$ cat src/rtl/vc_output_arbiter.sv
// rtl/vc_output_arbiter.sv - even/odd virtual-channel output-port arbiter with one packet buffer per VC
module vc_output_arbiter #(
  parameter int NREQ = 5,
  parameter int DW   = 64,
  parameter int CW   = 16
) (
  input  logic               clk,
  input  logic               reset,
  input  logic [NREQ-1:0]    req,
  input  logic [NREQ*DW-1:0] din,
  output logic [NREQ-1:0]    gnt,
  input  logic               ro,
  output logic               so,
  output logic [DW-1:0]      dout,
  output logic               polarity,
  output logic [CW-1:0]      stall_cnt
);

  localparam int PW = (NREQ > 1) ? $clog2(NREQ) : 1;

  // One buffer per VC; the VC matching polarity fills, the other one drains.
  logic [1:0]        full;
  logic [DW-1:0]     vc_buf [2];
  logic [PW-1:0]     ptr    [2];

  logic              fill_vc;
  logic              drain_vc;
  logic [NREQ-1:0]   eligible;
  logic [2*NREQ-1:0] elig_dbl;
  logic [NREQ-1:0]   elig_rot;
  logic [PW:0]       cand;
  logic              gnt_any;
  logic [PW-1:0]     gnt_idx;
  logic [PW-1:0]     gnt_next_ptr;
  logic [DW-1:0]     gnt_pkt;
  logic              drain_fire;
  logic              drain_stall;

  assign fill_vc     = polarity;
  assign drain_vc    = ~polarity;
  assign drain_fire  = full[drain_vc] & ro;
  assign drain_stall = full[drain_vc] & ~ro;

  // A requester competes only if its packet's VC bit matches the filling VC and that buffer is free.
  for (genvar g = 0; g < NREQ; g++) begin : g_elig
    assign eligible[g] = req[g] & (din[g*DW + DW-1] == fill_vc) & ~full[fill_vc];
  end

  // Round-robin search: rotate so the pointer's channel sits at bit 0, take the lowest set bit.
  always_comb begin
    elig_dbl = {eligible, eligible} >> ptr[fill_vc];
    elig_rot = elig_dbl[NREQ-1:0];
    gnt_any  = 1'b0;
    cand     = '0;
    for (int k = NREQ-1; k >= 0; k--) begin
      if (elig_rot[k]) begin
        gnt_any = 1'b1;
        cand    = (PW+1)'(k) + {1'b0, ptr[fill_vc]};
      end
    end
    if (cand >= (PW+1)'(NREQ)) cand = cand - (PW+1)'(NREQ);
    gnt_idx      = cand[PW-1:0];
    gnt_next_ptr = (gnt_idx == PW'(NREQ-1)) ? '0 : gnt_idx + 1'b1;
  end

  // One-hot grant (held off during reset) and the granted channel's packet.
  always_comb begin
    gnt     = '0;
    gnt_pkt = '0;
    for (int i = 0; i < NREQ; i++) begin
      if (gnt_idx == PW'(i)) begin
        gnt[i]  = gnt_any & reset;
        gnt_pkt = din[i*DW +: DW];
      end
    end
  end

  // Phase toggle, buffer fill on the filling VC and buffer release on the draining VC.
  always_ff @(posedge clk or negedge reset) begin
    if (!reset) begin
      polarity  <= 1'b0;
      full      <= '0;
      vc_buf[0] <= '0;
      vc_buf[1] <= '0;
      ptr[0]    <= '0;
      ptr[1]    <= '0;
    end else begin
      polarity <= ~polarity;
      if (gnt_any) begin
        vc_buf[fill_vc] <= gnt_pkt;
        full[fill_vc]   <= 1'b1;
        ptr[fill_vc]    <= gnt_next_ptr;
      end
      if (drain_fire) full[drain_vc] <= 1'b0;
    end
  end

  // Link side: registered send strobe and packet, plus saturating count of blocked drains.
  always_ff @(posedge clk or negedge reset) begin
    if (!reset) begin
      so        <= 1'b0;
      dout      <= '0;
      stall_cnt <= '0;
    end else begin
      so <= drain_fire;
      if (drain_fire) dout <= vc_buf[drain_vc];
      if (drain_stall && (stall_cnt != '1)) stall_cnt <= stall_cnt + 1'b1;
    end
  end

endmodule
$ cat config.mk
export PLATFORM = sky130hd
export DESIGN_NAME = vc_output_arbiter
export DESIGN_NICKNAME = d
export VERILOG_FILES = /design/src/rtl/vc_output_arbiter.sv
export SDC_FILE = /design/constraint.sdc
export NUM_CORES = 1
export LEC_CHECK = 0
export CORE_ASPECT_RATIO = 0.7
export CORE_MARGIN = 2
export CORE_UTILIZATION = 49
export DETAILED_ROUTE_END_ITERATION = 7
export GPL_TIMING_DRIVEN = 0
export PLACE_DENSITY = 0.93
export SKIP_CTS_REPAIR_TIMING = 1
export SYNTH_ARGS = -nofsm -noshare
export SYNTH_HDL_FRONTEND = slang
export SYNTH_SLANG_ARGS = --single-unit
$ cat constraint.sdc
create_clock -name clk -period 8.9 [get_ports clk]
set_clock_uncertainty 0.1 [all_clocks]
set_input_delay 1.78 -clock clk [delete_from_list [all_inputs] [get_ports clk]]
set_output_delay 1.78 -clock clk [all_outputs]
set_load 0.03 [all_outputs]
After elaboration in Yosys (flattened, before gate mapping). Index checks and enable logic that the tools add are counted.

Register bits: 218. Bits of input ports: 328. Word-level logic and storage cells: 105. Output and inout port bits: 87.

Add/sub/neg operators: 7. Bitwise operators: 21. $lt $le $gt $ge: 8. Mux-type cells: 44. Shift-type cells: 1. Reductions and logical operators: 5. Equality and inequality tests: 10.

Operators with widths (count): $mux 64 (9); $bwmux 128 (1); $demux 64 s1 (1); $mux 4 (5); $mux 3 (6); $add 16x1->16 const B (1); $mux 1 (16); $ne 16x16->1 const B (1); $and 1x1->1 (13); $shr 10x3->5 (1); $add 2x3->4 const A (2); $bwmux 6 (1); $eq 3x2->1 const B (2); $eq 1x1->1 (5); $add 1x3->4 const A (1); $add 3x3->4 const A (1); $ge 2x2->1 const B (2); $ge 4x3->1 const B (1); $logic_and 1x1->1 (4); $lt 1x2->1 const B (2); $mux 2 (2); $not 1->2 (2); $add 3x1->3 const B (1); $demux 3 s1 (1); other kinds (11) (15).

Longest topological paths before layout.
Depth after elaboration: 19. Gate-level depth with buffers: 27. Depth with buffers taken out: 24.

Least setup slack after synthesis. OpenSTA, ideal clock, no wires.

Path type: input to output. From: in req[3]. To: out gnt[3]. Buffers on the path: 2. Data required time: 7.020 ns. Path slack: 1.392 ns. Arrival time: 5.628 ns. Stages on the path: 18. Cell sequence: and4b_1 -> or2_1 -> a211o_1 -> and2_4 -> o21ai_1 -> nand2_1 -> a21o_1 -> a31oi_1 -> inv_1 -> ha_1 -> a21oi_1 -> a21boi_0 -> xnor2_1 -> ha_1 -> ha_1 -> buf_1 -> clkbuf_1 -> and2_1.

Longest elaborated chain between the ends: 12. Elaborated cells on any way between the ends: 19. Classes of those cells: add/sub (1); order compare (1); eq/ne (1); shift (1); mux (12); bitwise (3).

RTL lines: start: declaration (RTL line 9) `input logic [NREQ-1:0] req,`; $and 1x1->1 (*) (2 in a row) (RTL line 46) `assign eligible[g] = req[g] & (din[g*DW + DW-1] == fill_vc) & ~full[fill_vc];`; $shr 10x3->5 (*) (RTL line 51) `elig_dbl = {eligible, eligible} >> ptr[fill_vc];`; $mux 4 (5 in a row) (RTL line 56) `if (elig_rot[k]) begin`; $ge 4x3->1 or $sub 3x3->3 (tied branches) (RTL line 61) `if (cand >= (PW+1)'(NREQ)) cand = cand - (PW+1)'(NREQ);`; $mux 3 (RTL line 61); $eq 3x2->1 (RTL line 71) `if (gnt_idx == PW'(i)) begin`; $mux 1 (*) (RTL line 71); end: declaration (RTL line 11) `output logic [NREQ-1:0] gnt,`.

Every way passes the cells marked *; elsewhere a longest branch is shown, timed or not.

Final worst setup path.
From: in din[191]. To: out gnt[1].

Longest elaborated chain between the ends: 13. Elaborated cells on any way between the ends: 20. Classes of those cells: add/sub (1); order compare (1); eq/ne (2); shift (1); mux (12); bitwise (3).

RTL lines: start: declaration (RTL line 10) `input logic [NREQ*DW-1:0] din,`; $eq 1x1->1 (*) (RTL line 46); $and 1x1->1 (*) (2 in a row) (RTL line 46); $shr 10x3->5 (*) (RTL line 51); $mux 4 (5 in a row) (RTL line 56); $ge 4x3->1 or $sub 3x3->3 (tied branches) (RTL line 61); $mux 3 (RTL line 61); $eq 3x1->1 (RTL line 71); $mux 1 (*) (RTL line 71).

Marked as above.

==> results.md <==
- Global Route met1 Usage: 54.5%
- Layout Utilization: 69.8%
- Status: finished with violations
- Number of max-cap violations: 0
- Slowest CP cell: clkdlybuf4s50_1
- Synth cell types: 59
- Met3 GRT Util: 12.2%
- DR vias: 17000
- Hold Path Class: flip-flop to flip-flop
- Synth Instances: 1577
- Syn Nets: 1917
- # nets final: 2353
- Ranking of synthesized cells by area: dfrtp_1, a32oi_1, o211ai_1, or4_1, nand2_1
- Worst path max stage delay: 0.67 ns
- GRT Util Overall: 41.5%
- Fin area: 0.0195 sq mm
- Vias per inst: 7.06
- Met2 Track Usage GR: 62.1%
- Area of the die: 0.0300 sq mm
- Area leader, netlist: dfrtp_1
- Standard-cell row count: 51
- Core area: 0.0279 sq mm
- Vias in the first global route: 16600
- Yosys reg bits: 218
- Largest net degree at the start of global routing: 112
- CTS tree: yes
- First-pass GRT wire length: 95900 um
- Worst Path Required: 7.02 ns
- Final hold viol count: 0
- Avg WL per Cell: 27.0 um
- Horiz. Die Dim: 206 um
- Initial antenna violation count: 4
- Slew Viols, Final: 0
- Port Buf Inserts: 414
- RSZ-0062 raised after global routing: no
- # placed instances: 2363
- Cell family with most CP delay: buffers and inverters
- Rel. slew slack: 25.5%
- Failing checks: DRC
- Top cell type's share of synthesized area: 39.0%
- Endpoint type of the worst setup path: primary output
- Worst slew pin tran: 1.11 ns
- Most frequent cell after synthesis: nand2_1
- Bufs on Longest Clock Path: 3
- Total Wirelength: 64900 um
- H-tree depth: 1
- Ys flop type: dfrtp_1
- Remaining Overflow, GRT: 0
- Num CTS Buffers: 24
- CP Class: primary input to primary output
- FMAX: 116 MHz
- 1st-iter DRT viols: 2982
- Seq/Total Area, Yosys: 39.0%
- EDFF count, synth: 0
- Avg Cell Area, Syn: 8.88 sq um
- Commonest cells post-synth: nand2_1, dfrtp_1, o211ai_1
- Root buffer cell: clkbuf_16
- DRC Markers: 11
- CTS clk-pin slew, worst paths: 0.06 ns
- Critical Path AT: 6.77 ns
- DP HPWL: 46600 um
- Gp weighted congestion: 1.02
- Final antenna-violating net count: 0
- Initial Util: 50.1%
- Number of synthesis warnings: 0
- Clk_lat worst skew: 0.53 ns
- WP buf/inv: 4
- Critical path cell sequence: clkdlybuf4s50_1, and4b_1, or2_1, a21o_2, o21ai_1, nor2_1, nor2_2, a21oi_1, a31oi_2, inv_1, ha_1, a21oi_1, a21boi_2, xnor2_2, ha_2, buf_6, and3_1, clkdlybuf4s50_1
- Post-DP Area: 0.0186 sq mm
- FFs w/ async S/R, synth: 100%
- P&R area growth vs syn: 39.5%
- Final cell count without fillers: 2403
- DR pass1 iterations: 8
- GRT busiest layer: met2
- Chip Height: 145 um
- Final period utilization: 97.1%
- Critical path launch point type: primary input
- Crit path max fanout: 19
- Clk sink count: 218
- Fin crit period: 8.65 ns
- Setup violators final: 0
- Post-Syn Area: 0.0140 sq mm
- Share of post-route cells with drive strength above 1: 7.05%
- I/O pins: 415
## area by class of cell
class	count	area, sq um
diodes	3	7.51
plain buffers	182	860
clock buffers	34	699
clock inverters	8	119
fillers	2121	8430
inverters	79	297
multi-input cells	1093	7440
flip-flops and latches	218	5460
well taps	371	464
repair buffers	415	4180
## per-layer routing
metal,vias up,part of all wire (%)
li1,6995,-
met1,7868,36
met2,1740,42
met3,349,15
met4,4,6.5
met5,-,0.046
## placed cells by master (no fill, tap or decap), drive strengths merged, types with 5 or more instances in the layout
| master | count |
|---|---|
| a21oi | 15 |
| a222oi | 64 |
| a22oi | 63 |
| a32oi | 128 |
| and3 | 10 |
| buf | 74 |
| clkbuf | 144 |
| clkdlybuf4s50 | 412 |
| dfrtp | 218 |
| ha | 12 |
| inv | 80 |
| mux2i | 7 |
| nand2 | 220 |
| nand3 | 73 |
| nor2 | 21 |
| nor2b | 68 |
| nor3 | 5 |
| o211ai | 135 |
| o21ai | 80 |
| or4 | 128 |
| xnor2 | 11 |
## worst register-to-register path, cell delays in order, from the launching register on
cell	delay, ns
dfrtp_1	0.39
buf_6	0.20
buf_6	0.18
mux2i_4	0.49
nand2_1	0.17
nor3b_1	0.26
a41o_2	0.20
a21oi_2	0.07
a21oi_1	0.21
mux2i_1	0.10
a21oi_1	0.23
inv_1	0.10
ha_1	0.29
a21oi_1	0.22
a21boi_2	0.12
xnor2_2	0.23
inv_1	0.17
ha_1	0.28
inv_1	0.15
nor2_2	0.78
clkbuf_1	0.68
a22oi_1	0.19
o21ai_0	0.61
nand3_1	0.18
a32oi_1	0.19
## sequential cells by signal, indices dropped and copies added, names as in the netlist
| register | count |
|---|---|
| so | 1 |
| polarity | 1 |
| full | 2 |
| dout | 64 |
| ptr | 6 |
| stall_cnt | 16 |
| vc_buf | 128 |
## worst paths after layout
check                                start  slack (ns)    endpoint  cells after the start
worst max-delay path              din[191]        0.25      gnt[1]                     18
worst min-delay path            vc_buf[59]        0.39    dout[59]                      2
worst max register to register    polarity        2.03   vc_buf[5]                     24
worst min register to register  vc_buf[59]        0.39    dout[59]                      2
max in group asynchronous            reset        6.47  vc_buf[25]                      2
min in group asynchronous            reset        1.17          so                      1
## cells by family (layout without fill, tap and decap cells)
| kind of cell | count (synthesis) | count (layout) | synth area share [%] |
|---|---|---|---|
| fa+ha+maj | 12 | 12 | 1.07 |
| compound gates | 505 | 505 | 28.1 |
| mux | 9 | 9 | 1.11 |
| xor+xnor | 15 | 15 | 0.939 |
| buf+inv | 266 | 718 | 8.34 |
| simple gates | 552 | 552 | 21.4 |
| flops | 218 | 218 | 39.0 |
| other cells | 0 | 3 | 0 |
## per-stage QoR
step	setup TNS, ns	setup slack [ns]	hold slack [ns]
detailed placement	-2.46	-0.963	0.368
CTS	-2.51	-0.986	0.381
finish	0	0.254	0.386
global placement	-692.68	-3.89	0.364
global route	0	0.0372	0.405
floorplan	0	1.39	0.356
Power is not shown: default switching activity piles up to over one toggle a cycle in this logic, so the estimate is an artifact.
